$ cat src/rtl/enemy_frame_decoder.sv
// Validates and stability-filters opponent score frames, drives enemy_input/score outputs and a link watchdog.
// Optional macro FRAME_ERR_CNT_EN adds a saturating 8-bit frame_err_cnt output.
module enemy_frame_decoder #(
  parameter int STABLE_CNT     = 2,
  parameter int TIMEOUT_CYCLES = 65_000_000
) (
  input  logic       clk,
  input  logic       rst,
  input  logic [7:0] rx_data,
  input  logic       rx_valid,
  input  logic       match_restart,
  output logic [2:0] opponent_score,
  output logic       enemy_is_scored,
  output logic       enemy_input,
  output logic       link_up,
  output logic       frame_err
`ifdef FRAME_ERR_CNT_EN
  ,
  output logic [7:0] frame_err_cnt
`endif
);

  localparam int WD_W = (TIMEOUT_CYCLES > 2) ? $clog2(TIMEOUT_CYCLES) : 1;
  localparam logic [WD_W-1:0] WD_LAST  = WD_W'(TIMEOUT_CYCLES - 1);
  localparam logic [3:0]      STABLE_N = 4'(STABLE_CNT);

  typedef enum logic {IDLE, LINKED} state_t;

  state_t          state_q, state_d;
  logic [7:0]      cand_q, cand_d;
  logic [3:0]      cnt_q, cnt_d;
  logic            flag_q, flag_d;
  logic [WD_W-1:0] wd_q, wd_d;
  logic [2:0]      score_q, score_d;
  logic            scored_q, scored_d;
  logic            pulse_q, pulse_d;
  logic            err_q, err_d;
  logic            frame_ok;
  logic            commit;

  assign frame_ok = rx_valid && (rx_data[2:0] == 3'b111) && (rx_data[5:3] <= 3'd5);

  always_comb begin
    state_d  = state_q;
    cand_d   = cand_q;
    cnt_d    = cnt_q;
    flag_d   = flag_q;
    wd_d     = wd_q;
    score_d  = score_q;
    scored_d = scored_q;
    pulse_d  = 1'b0;
    err_d    = 1'b0;
    commit   = 1'b0;

    // Watchdog only runs while linked; any valid frame reloads it, even one dropped by match_restart.
    if (state_q == LINKED) begin
      if (frame_ok) begin
        wd_d = '0;
      end else if (wd_q == WD_LAST) begin
        state_d = IDLE;
        wd_d    = '0;
        cnt_d   = '0;
      end else begin
        wd_d = wd_q + 1'b1;
      end
    end else begin
      wd_d = '0;
    end

    if (match_restart) begin
      cand_d   = '0;
      cnt_d    = '0;
      flag_d   = 1'b0;
      score_d  = '0;
      scored_d = 1'b0;
    end else if (rx_valid && !frame_ok) begin
      err_d = 1'b1;
      cnt_d = '0;
    end else if (frame_ok) begin
      if (rx_data == cand_q) begin
        if (cnt_q != STABLE_N) begin
          cnt_d  = cnt_q + 4'd1;
          commit = (cnt_q == STABLE_N - 4'd1);
        end
      end else begin
        cand_d = rx_data;
        cnt_d  = 4'd1;
        commit = (STABLE_N == 4'd1);
      end
    end

    if (commit) begin
      score_d  = rx_data[5:3];
      scored_d = rx_data[6];
      pulse_d  = rx_data[7] && !flag_q;
      flag_d   = rx_data[7];
      state_d  = LINKED;
    end
  end

  always_ff @(posedge clk) begin
    if (rst) begin
      state_q  <= IDLE;
      cand_q   <= '0;
      cnt_q    <= '0;
      flag_q   <= 1'b0;
      wd_q     <= '0;
      score_q  <= '0;
      scored_q <= 1'b0;
      pulse_q  <= 1'b0;
      err_q    <= 1'b0;
    end else begin
      state_q  <= state_d;
      cand_q   <= cand_d;
      cnt_q    <= cnt_d;
      flag_q   <= flag_d;
      wd_q     <= wd_d;
      score_q  <= score_d;
      scored_q <= scored_d;
      pulse_q  <= pulse_d;
      err_q    <= err_d;
    end
  end

`ifdef FRAME_ERR_CNT_EN
  logic [7:0] errcnt_q, errcnt_d;

  always_comb begin
    errcnt_d = errcnt_q;
    if (err_d && (errcnt_q != 8'hFF)) errcnt_d = errcnt_q + 8'd1;
  end

  always_ff @(posedge clk) begin
    if (rst) errcnt_q <= '0;
    else     errcnt_q <= errcnt_d;
  end

  assign frame_err_cnt = errcnt_q;
`endif

  assign opponent_score  = score_q;
  assign enemy_is_scored = scored_q;
  assign enemy_input     = pulse_q;
  assign link_up         = (state_q == LINKED);
  assign frame_err       = err_q;

endmodule
$ cat config.mk
export PLATFORM = sky130hd
export DESIGN_NAME = enemy_frame_decoder
export DESIGN_NICKNAME = d
export VERILOG_FILES = /design/src/rtl/enemy_frame_decoder.sv
export SDC_FILE = /design/constraint.sdc
export NUM_CORES = 1
export LEC_CHECK = 0
export CAP_MARGIN = 0
export CELL_PAD_IN_SITES_DETAIL_PLACEMENT = 1
export CELL_PAD_IN_SITES_GLOBAL_PLACEMENT = 1
export CORE_MARGIN = 2
export CORE_UTILIZATION = 35
export DETAILED_ROUTE_END_ITERATION = 8
export PLACE_DENSITY_LB_ADDON = 0.1
export RECOVER_POWER = 25
export SLEW_MARGIN = 20
export SYNTH_ARGS = -nofsm -noshare
export SYNTH_HDL_FRONTEND = slang
export SYNTH_SLANG_ARGS = --single-unit
$ cat constraint.sdc
create_clock -name clk -period 1.64 [get_ports clk]
set_input_delay 0.328 -clock clk [delete_from_list [all_inputs] [get_ports clk]]
set_output_delay 0.328 -clock clk [all_outputs]
set_load 0.05 [all_outputs]
Word level (Yosys, flattened, before mapping)
Cells that the tools add are included.
Widths: inputs -> output; s select.
{"block": "totals", "ff_bits": 46, "in_bits": 12, "wordCells": 54}
{"block": "op_classes", "add_sub_neg": 2, "magnitude_cmp": 1, "n_eq_ne": 5, "mux": 21, "n_bitwise": 4, "reduce_logical": 12}
{"op": "$add 26x1->26 const B", "count": 1}
{"op": "$eq 26x26->1 const B", "count": 1}
{"op": "$mux 4", "count": 6}
{"op": "$mux 1", "count": 13}
{"op": "$eq 8x8->1", "count": 1}
{"op": "$mux 3", "count": 2}
{"op": "$add 4x1->4 const B", "count": 1}
{"op": "$eq 4x1->1 const B", "count": 1}
{"op": "$logic_and 1x1->1", "count": 4}
{"op": "$ne 4x2->1 const B", "count": 1}
{"op": "$not 1->1", "count": 4}
{"op": "$reduce_or 2->1", "count": 2}
{"op": "$reduce_or 4->1", "count": 1}
{"op": "$eq 3x3->1 const B", "count": 1}
{"op": "$le 3x3->1 const B", "count": 1}
{"op": "$reduce_and 3->1", "count": 1}
{"op": "$reduce_or 3->1", "count": 1}
{"op": "$logic_not 1->1", "count": 2}
{"op": "$reduce_bool 2->1", "count": 1}

Longest topological paths before layout
Gate-level depths: netlist (run 1).
{"block": "logic_depth", "depth_word": 9, "mapped_depth": 7, "mapped_depth_nobuf": 6}

Worst setup path after synthesis (run 1)
Ideal clock, no wire load.
{"block": "synth_path", "path_type": "register to register", "start": "register cnt_q[0]", "end": "register scored_q (netlist: enemy_is_scored)", "setup_ps": 128, "t_arrival_ps": 1519, "setup_slack_ps": -6, "path_stages_with_launch": 7, "path_buffers": 0, "period_less_slack_ps": 1646, "path_cell_list": "dfxtp_1 -> inv_1 -> ha_1 -> nor4b_1 -> nand4_2 -> mux2i_1 -> nor2_1"}
{"block": "synth_between", "elab_chain_cells": 7}
{"element": "start, declared", "line": "31", "source": "logic [3:0] cnt_q, cnt_d;"}
{"element": "start signal, assigned", "line": "115", "source": "cnt_q <= cnt_d;"}
{"element": "$eq 4x1->1 / $ne 4x2->1 (equally long branches)", "line": "83, 81"}
{"element": "$mux 1 *", "line": "81", "source": "if (cnt_q != STABLE_N) begin"}
{"element": "$mux 1 *", "line": "80", "source": "if (rx_data == cand_q) begin"}
{"element": "$mux 1 *", "line": "79", "source": "end else if (frame_ok) begin"}
{"element": "$mux 1 *", "line": "76", "source": "end else if (rx_valid && !frame_ok) begin"}
{"element": "$mux 1 *", "line": "70", "source": "if (match_restart) begin"}
{"element": "$mux 1 / $reduce_bool 2->1 (equally long branches)"}
{"element": "end signal, assigned", "line": "119", "source": "scored_q <= scored_d;"}
{"element": "end, declared", "line": "35", "source": "logic scored_q, scored_d;"}
Every way passes the cells marked *; elsewhere a longest branch is shown, timed or not.
A chain may end at the register's enable or synchronous reset.

Final worst setup path (run 1)
{"block": "layout_path", "start": "register cand_q[2]", "end": "register score_q[2] (netlist: opponent_score[2])"}
{"block": "layout_between", "elab_chain_cells": 6}
{"element": "start, declared", "line": "30", "source": "logic [7:0] cand_q, cand_d;"}
{"element": "start signal, assigned", "line": "114", "source": "cand_q <= cand_d;"}
{"element": "$eq 8x8->1 *", "line": "80"}
{"element": "$mux 1 *", "line": "80"}
{"element": "$mux 1 *", "line": "79"}
{"element": "$mux 1 *", "line": "76"}
{"element": "$mux 1 *", "line": "70"}
{"element": "$mux 3 / $reduce_bool 2->1 (equally long branches)"}
{"element": "end signal, assigned", "line": "118", "source": "score_q <= score_d;"}
{"element": "end, declared", "line": "34", "source": "logic [2:0] score_q, score_d;"}
Marked as above.

==> results of run 1 <==
-- final timing paths --
path | slack (ns) | from | cells past startpoint | to
worst max-delay path | 0.03 | cand_q[2] | 7 | opponent_score[2]
worst min-delay path | 0.41 | rx_valid | 4 | frame_err
worst max register to register | 0.03 | cand_q[2] | 7 | opponent_score[2]
worst min register to register | 0.44 | flag_q | 1 | enemy_input
-- metrics by stage --
step / setup TNS (ns) / hold slack [ns]
floorplan: 0 / 0.397
global placement: -10.59 / 0.413
detailed placement: -11.48 / 0.427
CTS: 0 / 0.444
global route: -0.0829 / 0.458
finish: 0 / 0.408
-- critical path, cell delays in order, from the launching register on --
cell,delay (ns)
dfxtp_1,0.35
xor2_1,0.19
nor4_2,0.27
buf_4,0.19
nand4_4,0.10
buf_6,0.16
mux2i_2,0.20
nor2_1,0.06
-- kinds of logic (layout without fill, tap and decap cells) --
family | after synthesis | count (layout) | share of synthesized area [%]
xor+xnor | 32 | 32 | 13.5
buf+inv | 11 | 73 | 2.16
compound gates | 17 | 17 | 5.53
simple gates | 112 | 112 | 27.4
flops | 46 | 46 | 44.2
fa+ha+maj | 4 | 4 | 2.40
mux | 10 | 10 | 4.81
-- cell usage in the layout (no fill, tap or decap), types with 2 or more instances in the layout --
master,count
nor3_2,2
nor2_1,47
and4_1,2
xnor2_1,6
xor2_1,25
buf_4,36
nor4_2,3
and3_1,9
nand3_1,12
inv_1,6
nand4_1,10
clkbuf_2,3
ha_1,3
bufinv_16,2
o21ai_1,2
dfxtp_1,41
buf_6,3
o21ai_0,3
clkdlybuf4s50_1,3
clkbuf_1,4
dlygate4sd2_1,5
nand2b_1,2
clkbuf_8,5
mux2i_1,9
dlymetal6s2s_1,3
dfxtp_2,5
nand2_1,13
a21oi_1,2
-- sequential cells by signal, summed over array words and instances (netlist names) --
name	flops
enemy_is_scored	1
frame_err	1
flag_q	1
enemy_input	1
opponent_score	3
cand_q	8
wd_q	26
link_up	1
cnt_q	4
-- metal layers --
layer  GRT usage (%)  vias to the layer above  wire length [µm]
li1                -                      911                 -
met1            20.8                      870              2460
met2            30.7                       25              2780
met3            3.33                        8               161
met4            6.10                        0                93
met5               0                        -                 0
-- cell type report --
type | count | share of cell area, %
repair buffers | 59 | 17.1
flip-flops and latches | 46 | 32.4
multi-input cells | 175 | 41.7
clock inverters | 3 | 2.40
well taps | 75 | 3.28
inverters | 6 | 0.786
clock buffers | 5 | 2.40
-- power breakdown --
part | total [mW] | leakage [nW] | switching, mW | internal (mW)
sequential | 1.12 | 0.373 | 0.00177 | 1.12
clock | 1.01 | 0.0683 | 0.402 | 0.611
combinational | 0.108 | 0.698 | 0.0550 | 0.0531
-- what timing repair did --
item / 4_1_cts / 5_1_grt
pin swaps: 2 / 11
hold buffers: 0 / 0
setup endpoints to repair: 39 / 41
buffers inserted: 0 / 2
gates resized for setup: 12 / 19
gates cloned: 0 / 1
==> reports/metrics.csv, run 1 <==
stage;metric;value;unit
floorplanning;Die ar.;0.00658;mm²
detailed_routing;1st-iter DRT viols;39;
detailed_routing;total number of vias;1814;
clock_tree;htree depth;2;
clock_tree;CTS Buf Count;5;
power;Worst IR Drop VDD;0.444;mV
synthesis;Syn Std Cell Area;0.00208;mm²
min_path;Worst Hold Class;in -> reg;
grt;largest net degree at the start of global routing;27;
detailed_routing;Wirelength per Cell;14.9;µm
worst_setup_path;peak fanout along the critical path;6;
clock_tree;CTS tree;done;
detailed_routing;drt drc;0;
synthesis;synth warn;0;
worst_setup_path;critical path class;reg -> reg;
detailed_routing;drt pass-1 iters;3;
finish;Net count, final;309;
timing;final-report setup violation count;0;
grt;GRT Overall Usage;17.3;%
floorplanning;Die W;81.1;µm
finish;post-route cell area;0.00287;mm²
finish;FF/Latch Area;927;µm²
place;hpwl dp;3800;µm
clock_tree;Clk pin slew, worst setup/hold paths;0.09;ns
timing;Rel. slew slack;58.4;%
synthesis;asr flop ratio synth;0;%
synthesis;Net Count, Synth;248;
synthesis;Main synth FF type;dfxtp_1;
detailed_routing;Final ANT Viol Nets;0;
finish;ant diodes;0;
grt;grt total ovfl;0;
outcome;outcome;completed;
floorplanning;I/O pin cnt;19;
worst_setup_path;CP endpoint kind;register;
grt;first-pass GRT wire length;8720;µm
floorplanning;Site Rows;28;
timing;Setup Skew;0.00475;ns
power;Pwr Density;782;mW/mm²
detailed_routing;Post-Route WL;5500;µm
finish;Multi-input gate area;0.00119;mm²
synthesis;most instantiated library cell after synthesis;nor2_1;
worst_setup_path;worst endpoint required time;1.84;ns
place;Final GP Congestion;0.831;
synthesis;Seq cells post-synth;46;
power;Design Power;2.24;mW
clock_tree;deepest clock path buffer count;2;
worst_setup_path;crit path DAT;1.81;ns
finish;Non-Filler Instances;369;
timing;Fin. Hold Viols;0;
grt;vias in the first global route;1862;
synthesis;count of cell types in the netlist;37;
clock_tree;worst skew pair latency;0.30;ns
power;LEAKAGE;1.14;nW
place;Post-DP Area;0.00262;mm²
grt;initial antenna violation count;0;
flow_run;maxcap violations;0;
synthesis;most frequent cells after synthesis;48 x nor2_1, 46 x dfxtp_1, 26 x xor2_1;
synthesis;top cell type by total area after synthesis;dfxtp_1;
timing;worst-margin pin slew;0.627;ns
synthesis;top cells by area, synth;dfxtp_1 44%, xor2_1 11%, nor2_1 8.7%, mux2i_1 4.8%, nand3_1 3.1%;
synthesis;syn_area_per_cell;8.97;µm²
clock_tree;root buf cell;clkbuf_8;
synthesis;top cell type's share of synthesized area;44.2;%
timing;FMAX;620;MHz
clock_tree;CTS Sinks;46;
detailed_routing;drt via density;4.92;
finish;P&R area growth vs syn;37.6;%
floorplanning;Die H;81.1;µm
timing;RSZ-0062 raised after global routing;true;
floorplanning;core area;0.00585;mm²
timing;period utilization;98.3;%
timing;setup ws final;0.0280;ns
floorplanning;Starting Density;35.6;%
finish;share of layout cells above drive strength 1;25.9;%
synthesis;Post-synth EDFFs;0;
timing;Pins Over Slew Limit;0;
finish;Util after Layout;49.0;%
worst_setup_path;crit start category;register;
timing;minimum clock period after layout;1.61;ns
place;post-placement cell count;358;
place;PortBufs;18;
synthesis;sequential area share after synthesis;44.2;%
synthesis;Gate Count Post-Synth;232;
finish;fillers;671;
place;dpl ws;-0.399;ns
Note: power is estimated with default switching activity, not from simulation.
==> run 2, diff against run 1 <==
==> constraint.sdc (replaced) <==
create_clock -name clk -period 1.64 [get_ports clk]
set_input_delay 0.246 -clock clk [delete_from_list [all_inputs] [get_ports clk]]
set_output_delay 0.246 -clock clk [all_outputs]
set_load 0.05 [all_outputs]
==> run 2 against run 1 <==
Highest routed layer unchanged. Count of clock-buffer cells in the layout unchanged. Final cell count stayed put. Clock power shrank 15%.
==> reports/metrics.csv, run 2 (synthesis results as in run 1) <==
stage;metric;value;unit
outcome;outcome;completed;
finish;Net count, final;309;
floorplanning;I/O pin cnt;19;
worst_setup_path;crit-path cells;ha_1, nand2_1, nor2_2, nand4_1, buf_4, nand3_4, clkbuf_16, nor2_1;
worst_setup_path;critical path class;reg -> reg;
timing;Pins Over Slew Limit;0;
power;Pwr Density;734;mW/mm²
timing;final-report setup violation count;0;
worst_setup_path;crit path DAT;1.75;ns
detailed_routing;Post-Route WL;5140;µm
timing;setup ws final;0.0833;ns
finish;P&R area growth vs syn;36.1;%
grt;met3 usage;3.44;%
finish;Util after Layout;48.4;%
place;Post-DP Area;0.00261;mm²
finish;Multi-input gate area;0.00117;mm²
detailed_routing;1st-iter DRT viols;45;
detailed_routing;total number of vias;1795;
power;Design Power;2.08;mW
timing;Fin. Hold Viols;0;
clock_tree;Clk pin slew, worst setup/hold paths;0.09;ns
detailed_routing;Final ANT Viol Nets;0;
grt;initial antenna violation count;0;
finish;most common cell after layout, fill and taps aside;nor2_1;
flow_run;maxcap violations;0;
floorplanning;Site Rows;28;
worst_setup_path;R2R Path End;wd_q[8];
finish;FF/Latch Area;926;µm²
place;hpwl dp;3590;µm
clock_tree;CTS Sinks;46;
grt;GRT Overall Usage;16.5;%
power;Worst IR Drop VDD;0.372;mV
timing;Rel. slew slack;59.3;%
worst_setup_path;CP endpoint kind;register;
worst_setup_path;Worst R2R Path Depth;8;
grt;met2 usage;30.6;%
finish;ant diodes;0;
min_path;Worst Hold Class;in -> reg;
worst_setup_path;CP max-delay cell;dfxtp_1;
worst_setup_path;end point of the critical path;wd_q[8];
worst_setup_path;peak fanout along the critical path;7;
worst_setup_path;worst endpoint required time;1.84;ns
floorplanning;Die ar.;0.00658;mm²
grt;GRT busiest layer;met2;
clock_tree;CTS Buf Count;5;
clock_tree;worst skew pair latency;0.30;ns
finish;fillers;693;
grt;vias in the first global route;1814;
timing;period utilization;94.9;%
min_path;Hold Path Depth;4;
place;Final GP Congestion;0.817;
worst_setup_path;CP peak stage delay;0.36;ns
grt;grt total ovfl;0;
finish;max reg flops;26;
finish;share of layout cells above drive strength 1;22.8;%
floorplanning;Die H;81.1;µm
place;PortBufs;18;
finish;largest registers;wd_q: 26 flops, cand_q: 8 flops, cnt_q: 4 flops;
timing;FMAX;642;MHz
floorplanning;Die W;81.1;µm
grt;largest net degree at the start of global routing;27;
timing;WHS;0.364;ns
detailed_routing;Wirelength per Cell;13.9;µm
timing;minimum clock period after layout;1.56;ns
timing;worst-margin pin slew;0.613;ns
finish;Biggest register;wd_q;
finish;most frequent cells in the layout;47 x nor2_1, 42 x dfxtp_1, 35 x buf_4, 26 x xor2_1, 13 x nand2_1;
clock_tree;CTS tree;done;
detailed_routing;drt pass-1 iters;4;
power;LEAKAGE;1.12;nW
clock_tree;htree depth;2;
detailed_routing;drt via density;4.86;
worst_setup_path;reg2reg start;wd_q[1];
place;dpl ws;-0.303;ns
worst_setup_path;R2R setup slack;0.08;ns
floorplanning;Starting Density;35.6;%
grt;met1 Use GR;18.6;%
clock_tree;root buf cell;clkbuf_8;
timing;RSZ-0062 raised after global routing;true;
floorplanning;core area;0.00585;mm²
timing;Setup Skew;0.00484;ns
grt;first-pass GRT wire length;8280;µm
finish;post-route cell area;0.00283;mm²
worst_setup_path;crit start category;register;
worst_setup_path;Critical Path Start;wd_q[1];
clock_tree;deepest clock path buffer count;2;
detailed_routing;drt drc;0;
[run 2: cell count changes in the layout (fill, tap and decap cells not counted), sizes merged]
cell,previous run,this run
bufinv,2,1
buf,40,39
clkinv,1,0
clkbuf,13,14
clkdlybuf4s50,3,8
dlygate4sd2,5,0
clkinvlp,0,2
[run 2: critical path, delay by kind of cell, from the launching register on]
kind / cells / cell delay [ns]
AND/OR/NAND/NOR: 5 / 0.57
flip-flops: 1 / 0.36
buffers and inverters: 2 / 0.34
adder cells (fa/ha/maj): 1 / 0.18
[run 2: power by group]
part	switching, mW	leakage (nW)	total [mW]	internal (mW)
Clock	0.402	0.0504	0.856	0.453
Combinational	0.0496	0.693	0.104	0.0541
Sequential	0.00151	0.373	1.12	1.12
[run 2: routing by layer]
layer,vias to the layer above,wire (µm)
met1,845,2260
met4,0,119
met2,27,2590
met5,-,0
met3,10,165
li1,913,-
[run 2: cell type report]
cell class,count,share of cell area [%]
clock inverters,3,1.59
repair buffers,59,18.0
clock buffers,5,2.43
well taps,75,3.31
inverters,6,0.795
multi-input cells,175,41.2
flip-flops and latches,46,32.7
[run 2: timing repair]
action,4_1_cts,5_1_grt
pin swaps,1,7
hold buffers,0,0
endpoints found under the setup margin,34,38
setup buffers,0,1
gates resized for setup,5,15
cloned,0,3
[run 2: per-stage QoR]
| stage | instances | TNS, ns |
|---|---|---|
| after global routing | 369 | -0.620 |
| after detailed placement | 357 | -7.14 |
| final | 369 | 0 |
| after global placement | 357 | -6.79 |
| after CTS | 365 | 0 |
| after floorplan | 232 | 0 |
[run 2: how the worst min path moves through the flow]
stage          startpoint           to  slack [ns]
6_report       rx_data[7]  enemy_input        0.36
5_1_grt        rx_data[7]  enemy_input        0.37
4_1_cts            flag_q  enemy_input        0.43
3_5_place_dp       flag_q  enemy_input        0.41
3_3_place_gp       flag_q  enemy_input        0.41
2_1_floorplan    rx_valid    frame_err        0.36
